$ cat config.mk
export PLATFORM = sky130hd
export DESIGN_NAME = sub_int32_bs
export DESIGN_NICKNAME = d
export VERILOG_FILES = /design/src/rtl/sub_bs_pkg.sv /design/src/rtl/full_sub_cell.sv /design/src/rtl/sub_int32_bs.sv
export SDC_FILE = /design/constraint.sdc
export NUM_CORES = 1
export LEC_CHECK = 0
export CORE_MARGIN = 4
export CORE_UTILIZATION = 50
export CTS_CLUSTER_SIZE = 12
export DETAILED_ROUTE_END_ITERATION = 16
export DONT_BUFFER_PORTS = 1
export GPL_ROUTABILITY_DRIVEN = 0
export GPL_TIMING_DRIVEN = 0
export PLACE_DENSITY_LB_ADDON = 0.2
export SLEW_MARGIN = 20
export SYNTH_ARGS = -nofsm -noshare
export SYNTH_HDL_FRONTEND = slang
export SYNTH_SLANG_ARGS = --single-unit
$ cat constraint.sdc
create_clock -name clk -period 1.4 [get_ports clk]
set_clock_uncertainty 0.1 [all_clocks]
set_input_delay 0.28 -clock clk [delete_from_list [all_inputs] [get_ports clk]]
set_output_delay 0.28 -clock clk [all_outputs]
set_load 0.02 [all_outputs]
$ cat src/rtl/sub_bs_pkg.sv
// Shared definitions for the bit-serial subtractor family: FSM states,
// default operand width and the full-subtractor borrow equation.
package sub_bs_pkg;

  typedef enum logic [1:0] {
    IDLE = 2'd0,
    RUN  = 2'd1,
    DONE = 2'd2
  } state_t;

  localparam int unsigned DEF_WIDTH = 32;

  function automatic logic borrow_fn(input logic x, input logic y, input logic bin);
    return (~x & y) | (~(x ^ y) & bin);
  endfunction

endpackage

$ cat src/rtl/full_sub_cell.sv
// Combinational 1-bit full subtractor: d = x - y - bin, bout = borrow out.
module full_sub_cell
  import sub_bs_pkg::*;
(
  input  logic x,
  input  logic y,
  input  logic bin,
  output logic d,
  output logic bout
);

  assign d    = x ^ y ^ bin;
  assign bout = borrow_fn(x, y, bin);

endmodule

$ cat src/rtl/sub_int32_bs.sv
// Bit-serial two's-complement subtractor (a - b), LSB first, one bit per clock.
// Define SUB_INT32_BS_OVF_EN to add the registered signed-overflow output ovf.
module sub_int32_bs
  import sub_bs_pkg::*;
#(
  parameter int WIDTH = DEF_WIDTH
) (
  input  logic             clk,
  input  logic             rst_n,
  input  logic             in_valid,
  output logic             in_ready,
  input  logic [WIDTH-1:0] a,
  input  logic [WIDTH-1:0] b,
  output logic             out_valid,
  input  logic             out_ready,
  output logic [WIDTH-1:0] result,
  output logic             borrow_out
`ifdef SUB_INT32_BS_OVF_EN
  ,
  output logic             ovf
`endif
);

  localparam int CNT_W = $clog2(WIDTH);

  state_t             state, state_nx;
  logic [WIDTH-1:0]   a_sh, b_sh, res_sh;
  logic [CNT_W-1:0]   cnt;
  logic               borrow;
  logic               d_bit, bout_bit;

  full_sub_cell u_cell (
    .x    (a_sh[0]),
    .y    (b_sh[0]),
    .bin  (borrow),
    .d    (d_bit),
    .bout (bout_bit)
  );

  always_ff @(posedge clk or negedge rst_n) begin
    if (!rst_n) state <= IDLE;
    else        state <= state_nx;
  end

  always_comb begin
    state_nx  = state;
    in_ready  = 1'b0;
    out_valid = 1'b0;
    case (state)
      IDLE: begin
        in_ready = 1'b1;
        if (in_valid) state_nx = RUN;
      end
      RUN: begin
        if (cnt == '0) state_nx = DONE;
      end
      DONE: begin
        out_valid = 1'b1;
        if (out_ready) state_nx = IDLE;
      end
      default: state_nx = IDLE;
    endcase
  end

  always_ff @(posedge clk or negedge rst_n) begin
    if (!rst_n) begin
      a_sh   <= '0;
      b_sh   <= '0;
      res_sh <= '0;
      cnt    <= '0;
      borrow <= 1'b0;
    end else begin
      case (state)
        IDLE: if (in_valid) begin
          a_sh   <= a;
          b_sh   <= b;
          res_sh <= '0;
          cnt    <= CNT_W'(WIDTH - 1);
          borrow <= 1'b0;
        end
        RUN: begin
          a_sh   <= {1'b0, a_sh[WIDTH-1:1]};
          b_sh   <= {1'b0, b_sh[WIDTH-1:1]};
          res_sh <= {d_bit, res_sh[WIDTH-1:1]};
          cnt    <= cnt - CNT_W'(1);
          borrow <= bout_bit;
        end
        default: ;
      endcase
    end
  end

  assign result     = res_sh;
  assign borrow_out = borrow;

`ifdef SUB_INT32_BS_OVF_EN
  // On the last RUN edge a_sh[0] is the original minuend MSB and d_bit is
  // the result MSB, so only the operand sign difference needs capturing.
  logic sign_diff;

  always_ff @(posedge clk or negedge rst_n) begin
    if (!rst_n) begin
      sign_diff <= 1'b0;
      ovf       <= 1'b0;
    end else if (state == IDLE && in_valid) begin
      sign_diff <= a[WIDTH-1] ^ b[WIDTH-1];
    end else if (state == RUN && cnt == '0) begin
      ovf <= sign_diff & (a_sh[0] ^ d_bit);
    end
  end
`endif

endmodule

==> results of run 1 <==
==> power groups by stage <==
| stage | combinational [mW] | sequential (mW) | clock [mW] |
|---|---|---|---|
| after floorplan | 2.53 | 5.35 | 0 |
| after global placement | 2.91 | 5.60 | 0 |
| after detailed placement | 3.03 | 5.64 | 0 |
| after CTS | 3.61 | 5.61 | 1.74 |
| after global routing | 4.24 | 5.85 | 1.85 |
| final | 3.84 | 5.70 | 1.68 |
==> stage by stage <==
step,utilization [%],worst slack (ps)
after CTS,62.8,-194
after global placement,52.7,-122
final,65.0,-189
after floorplan,-,1.74
after global routing,65.0,-246
after detailed placement,52.7,-109
==> worst max path at each step <==
stage	to	start	cells past startpoint
6_report	in_ready	state[1]	3
5_1_grt	out_valid	state[0]	3
4_1_cts	out_valid	state[0]	3
3_5_place_dp	cnt[4]	cnt[0]	5
3_3_place_gp	in_ready	state[1]	3
2_1_floorplan	out_valid	state[0]	3
==> placed cells by master, fill, tap and decap left out, types with 2 or more instances in the layout <==
| cell | count |
|---|---|
| a21oi_1 | 36 |
| a21oi_2 | 2 |
| a22o_1 | 33 |
| a22oi_1 | 39 |
| a22oi_2 | 23 |
| a31oi_1 | 2 |
| and2b_1 | 4 |
| buf_12 | 2 |
| buf_2 | 7 |
| buf_4 | 21 |
| buf_6 | 10 |
| buf_8 | 9 |
| bufbuf_16 | 2 |
| clkbuf_1 | 9 |
| clkbuf_16 | 3 |
| clkbuf_8 | 9 |
| clkinvlp_4 | 3 |
| dfrtp_1 | 102 |
| dfrtp_2 | 2 |
| dlygate4sd3_1 | 43 |
| inv_1 | 6 |
| nand2_1 | 30 |
| nand2b_1 | 2 |
| nor2b_1 | 34 |
| nor2b_4 | 2 |
| o21ai_0 | 6 |
| o21ai_1 | 59 |
| o22ai_1 | 3 |
==> area by class of cell <==
type / count / area (um2)
clock inverter: 4 / 31.3
inverter: 6 / 22.5
fill: 730 / 3210
multi-input combinational: 287 / 1960
antenna: 1 / 2.50
clock buffer: 12 / 135
tap: 111 / 139
sequential: 104 / 2610
buffer: 39 / 369
timing repair buffer: 66 / 717
==> repair_timing <==
action,4_1_cts,5_1_grt
hold endpoints to repair,147,104
setup endpoints to repair,92,105
resized for setup,37,31
pin swaps,4,0
cloned,2,2
setup buffers,16,3
==> state kept, by name, summed over array words and instances (netlist names) <==
name and count:
state 2, a_sh 32, result 32, borrow_out 1, b_sh 32, cnt 5
==> worst max-delay path, delay by kind of cell (launching register included) <==
kind	cells	cell delay [ps]
buffers and inverters	2	240
flip-flops	1	440
AND/OR/NAND/NOR	1	160
==> logic make-up (layout without fill, tap and decap cells) <==
group,Yosys count,count (layout)
AO/OA/AOI/OAI,207,207
AND/OR/NAND/NOR,78,78
other,0,1
buffers and inverters,46,127
flip-flops,104,104
adder cells (fa/ha/maj),2,2
==> layer usage <==
layer	vias up	global-route usage (%)	part of all wire, %
met5	-	0	0
met4	0	5.90	1.1
met3	10	5.56	4.7
met2	86	34.8	50
met1	1868	28.8	45
li1	1747	-	-
==> flow_metrics.env, run 1 <==
export IMPL_status="finished, violations left"
export IMPL_violations="negative hold slack, negative setup slack"
export IMPL_crit_arrival_ps=1210
export IMPL_drive_gt1_share_pct=20.1
export IMPL_rows=35
export IMPL_antenna_found_initial=1
export IMPL_power_switching_mw=4.27
export IMPL_die_h_um=105
export IMPL_peakVddDrop_mv=0.811
export IMPL_synth_distinct_cells=28
export IMPL_grt_max_degree=105
export IMPL_drt_iter0_drc=172
export IMPL_root_buffer="clkbuf_8"
export IMPL_period_minus_slack_ps=1590
export IMPL_final_area_um2=5980
export IMPL_synth_area_per_cell_um2=10.8
export IMPL_synth_fa_ha_area_share_pct=0.691
export IMPL_cts_made_buffers=9
export IMPL_crit_path_cell_trace="buf_6 > buf_8 > nor2_4"
export IMPL_worstSetupPathType="flop to output port"
export IMPL_vias=3711
export IMPL_grt_pass1_wl_um=19400
export IMPL_yosysMostFrequentCell="dfrtp_1"
export IMPL_power_static_leakage_nw=2.54
export IMPL_wl_um=11900
export IMPL_wl_per_cell_um=18.9
export IMPL_synth_fp_nets=507
export IMPL_synth_xor_area_share_pct=0
export IMPL_yosys_top_cells_count="dfrtp_1, a22oi_1, o21ai_1, a21oi_1, nor2b_1"
export IMPL_die_width_um=105
export IMPL_path_max_fanout=2
export IMPL_slew_headroom_pct=66.9
export IMPL_design_core_area_um2=9200
export IMPL_power_total_mw=11.2
export IMPL_synthMuxAreaShare_pct=0
export IMPL_dieArea_um2=11000
export IMPL_synthSimpleGateAreaFrac_pct=9.01
export IMPL_yosys_warnings=0
export IMPL_clkPwrFrac_pct=15.0
export IMPL_min_path_type="input port to async pin"
export IMPL_combPwrFrac_pct=34.2
export IMPL_rsz0062_at_grt="yes"
export IMPL_syn_inst=437
export IMPL_cts_sinks=104
export IMPL_yosysSeqAreaShare_pct=55.3
export IMPL_place_area_um2=4850
export IMPL_drc_errors=0
export IMPL_first_pass_iters=4
export IMPL_timing_rr_end="a_sh[22]"
export IMPL_internal_power_mw=6.96
export IMPL_path_clk_slew_ps=100
export IMPL_ioPinCount=103
export IMPL_nNetsFinal=583
export IMPL_finalSetupViolCount=94
export IMPL_timing_final_crit_share_pct=113
export IMPL_finalSetupTns_ps=-11100
export IMPL_synth_seq_cells=104
export IMPL_grt_ovfl_total=0
export IMPL_reg2reg_slack_ps=-160
export IMPL_synthFlopType="dfrtp_1"
export IMPL_synth_largest_area_cell="dfrtp_1"
export IMPL_setup_ws_ps=-189
export IMPL_endpoint_kind="output port"
export IMPL_worst_pin_slew_ps=497
export IMPL_final_cells=630
export IMPL_grt_pass1_vias=3775
export IMPL_hpwlAfterDp_um=7330
export IMPL_synth_top_family_by_area="compound AO/OA/AOI/OAI gates"
export IMPL_cts_buffer_depth=2
export IMPL_synth_top_area_share_pct=55.3
export IMPL_max_stage_delay_ps=440
export IMPL_initial_utilization_pct=51.2
export IMPL_cts_tree="yes"
export IMPL_syn_area_um2=4710
export IMPL_final_antenna_net_count=0
export IMPL_r2r_start="state[0]"
export IMPL_cellPowerDensity_nw_per_um2=1880
export IMPL_holdWs_ps=-506
export IMPL_synth_compound_area_share_pct=28.6
export IMPL_htree_levels=3
export IMPL_slew_viol_final=0
export IMPL_startpoint_type="flop"
export IMPL_cap_violations=0
export IMPL_insertion_delay_ps=370
export IMPL_synth_edff_count=0
export IMPL_synthTopCellsByArea="dfrtp_1, a22oi_1, a22o_1"
export IMPL_via_per_inst=5.89
export IMPL_grt_use_total_pct=21.5
export IMPL_portBuffers=0
export IMPL_reg2reg_depth=7
export IMPL_area_delta_synth_final_pct=27.1
export IMPL_switching_share_pct=38.0
export IMPL_seq_power_share_pct=50.8
export IMPL_slowest_stage="dfrtp_2"
export IMPL_dp_cells=548
export IMPL_cp_required_ps=1020
export IMPL_ctsHoldBuffers=43
export IMPL_synth_async_sr_flop_share_pct=100
export IMPL_hold_violations=104
export IMPL_max_clock_freq_mhz=629
Power figures use the tool's default switching activity.
==> run 2: changes to the inputs <==
==> constraint.sdc (replaced) <==
create_clock -name clk -period 1.7 [get_ports clk]
set_clock_uncertainty 0.1 [all_clocks]
set_input_delay 0.34 -clock clk [delete_from_list [all_inputs] [get_ports clk]]
set_output_delay 0.34 -clock clk [all_outputs]
set_load 0.02 [all_outputs]
==> flow_metrics.env, run 2 (synthesis results as in run 1) <==
export IMPL_status="finished, violations left"
export IMPL_violations="negative hold slack"
export IMPL_path_clk_slew_ps=110
export IMPL_holdWs_ps=-458
export IMPL_switching_share_pct=38.0
export IMPL_grt_pass1_wl_um=17900
export IMPL_worst_pin_slew_ps=494
export IMPL_timing_final_crit_share_pct=97.2
export IMPL_first_pass_iters=5
export IMPL_fill_cells=829
export IMPL_nNetsFinal=523
export IMPL_cts_made_buffers=9
export IMPL_portBuffers=0
export IMPL_final_area_um2=5150
export IMPL_wl_um=10700
export IMPL_multiInputGateArea_um2=1820
export IMPL_hpwlAfterDp_um=7410
export IMPL_endpoint_kind="output port"
export IMPL_root_buffer="clkbuf_8"
export IMPL_power_switching_mw=3.37
export IMPL_drive_gt1_share_pct=13.3
export IMPL_ioPinCount=103
export IMPL_layout_commonest_cell="dfrtp_1"
export IMPL_startpoint_type="flop"
export IMPL_design_core_area_um2=9200
export IMPL_internal_power_mw=5.49
export IMPL_slew_headroom_pct=67.1
export IMPL_power_static_leakage_nw=2.23
export IMPL_cts_buffer_depth=2
export IMPL_grt_max_degree=105
export IMPL_finalSetupTns_ps=0
export IMPL_period_minus_slack_ps=1650
export IMPL_place_area_um2=4840
export IMPL_ff_latch_area_um2=2600
export IMPL_startpoint="state[0]"
export IMPL_worst_setup_path_endpoint="in_ready"
export IMPL_min_path_type="input port to async pin"
export IMPL_cellPowerDensity_nw_per_um2=1720
export IMPL_initial_utilization_pct=51.2
export IMPL_clkPwrFrac_pct=19.0
export IMPL_utilization_pct=56.0
export IMPL_path_max_fanout=10
export IMPL_peakVddDrop_mv=0.627
export IMPL_worstSetupPathType="flop to output port"
export IMPL_drc_errors=0
export IMPL_setup_ws_ps=47.1
export IMPL_timing_rr_end="b_sh[29]"
export IMPL_crit_arrival_ps=1210
export IMPL_diodes=0
export IMPL_wl_per_cell_um=18.8
export IMPL_cts_tree="yes"
export IMPL_drt_iter0_drc=199
export IMPL_die_h_um=105
export IMPL_antenna_found_initial=0
export IMPL_die_width_um=105
export IMPL_final_antenna_net_count=0
export IMPL_final_cells=569
export IMPL_dieArea_um2=11000
export IMPL_seq_power_share_pct=52.1
export IMPL_layout_common_cells="dfrtp_1, a22oi_1, o21ai_1"
export IMPL_grt_ovfl_total=0
export IMPL_rsz0062_at_grt="no"
export IMPL_r2r_start="state[0]"
export IMPL_cts_sinks=104
export IMPL_slew_viol_final=0
export IMPL_cap_violations=0
export IMPL_htree_levels=3
export IMPL_vias=3413
export IMPL_finalSetupViolCount=0
export IMPL_max_clock_freq_mhz=605
export IMPL_cp_required_ps=1260
export IMPL_rows=35
export IMPL_reg2reg_depth=7
export IMPL_insertion_delay_ps=370
export IMPL_hold_violations=104
export IMPL_grt_use_total_pct=19.9
export IMPL_grt_pass1_vias=3448
export IMPL_combPwrFrac_pct=28.9
export IMPL_reg2reg_slack_ps=130
export IMPL_area_delta_synth_final_pct=9.39
export IMPL_via_per_inst=6.00
export IMPL_pre_cts_slack_ps=7.48
export IMPL_dp_cells=548
run 2: cell types whose count changed in the layout (fill, tap and decap cells not counted), sizes merged:
| cell | previous run | this run |
|---|---|---|
| dlygate4sd3 | 43 | 0 |
| buf | 49 | 37 |
| clkbuf | 23 | 17 |
| clkinv | 1 | 4 |
| clkinvlp | 3 | 0 |
| bufbuf | 2 | 0 |
| inv | 6 | 8 |
| bufinv | 0 | 1 |
| diode | 1 | 0 |
run 2: power groups by stage:
stage          clock (mW)  sequential [mW]  combinational, mW
6_report             1.68             4.61               2.56
5_1_grt              1.83             4.73               2.90
4_1_cts              1.72             4.61               2.57
3_5_place_dp            0             4.65               2.50
3_3_place_gp            0             4.61               2.40
2_1_floorplan           0             4.41               2.08
run 2: worst min path at each step:
stage	cells past startpoint	to	startpoint
final	0	result[14]	rst_n
after global routing	0	result[14]	rst_n
after CTS	0	result[14]	rst_n
after detailed placement	0	result[14]	rst_n
after global placement	0	result[14]	rst_n
after floorplan	0	a_sh[0]	rst_n
run 2: final cells by class:
class | count | share of cell area [%]
Sequential cell | 104 | 50.6
Multi-Input combinational cell | 287 | 35.4
Buffer | 39 | 5.64
Tap cell | 111 | 2.70
Clock buffer | 9 | 2.41
Clock inverter | 7 | 1.94
Timing Repair Buffer | 6 | 0.875
Inverter | 6 | 0.438
run 2: per-stage QoR:
stage          power [mW]  hold WS [ps]
6_report             8.85          -458
5_1_grt              9.46          -481
3_3_place_gp         7.01         -53.2
4_1_cts              8.90          -472
2_1_floorplan        6.49         -55.6
3_5_place_dp         7.16         -53.2
run 2: layer usage:
layer  wire (um)  track usage, %  up-vias  share of wire (%)
li1            -               -     1627                  -
met1        4910            27.1     1694                 46
met4          77            5.06        0               0.72
met5           0               0        -                  0
met2        5140            32.1       85                 48
met3         560            4.69        7                5.2
run 2: critical path, stage by stage, from the launching register on:
cell	delay, ps
dfrtp_1	410
buf_6	130
clkbuf_8	160
nor2_4	150
run 2: repair_timing:
item	in CTS	in global routing
hold endpoints to repair	104	104
cloned	0	0
setup endpoints to repair	2	2
gates resized for setup	9	2
pin swaps	1	0
setup buffers	4	2
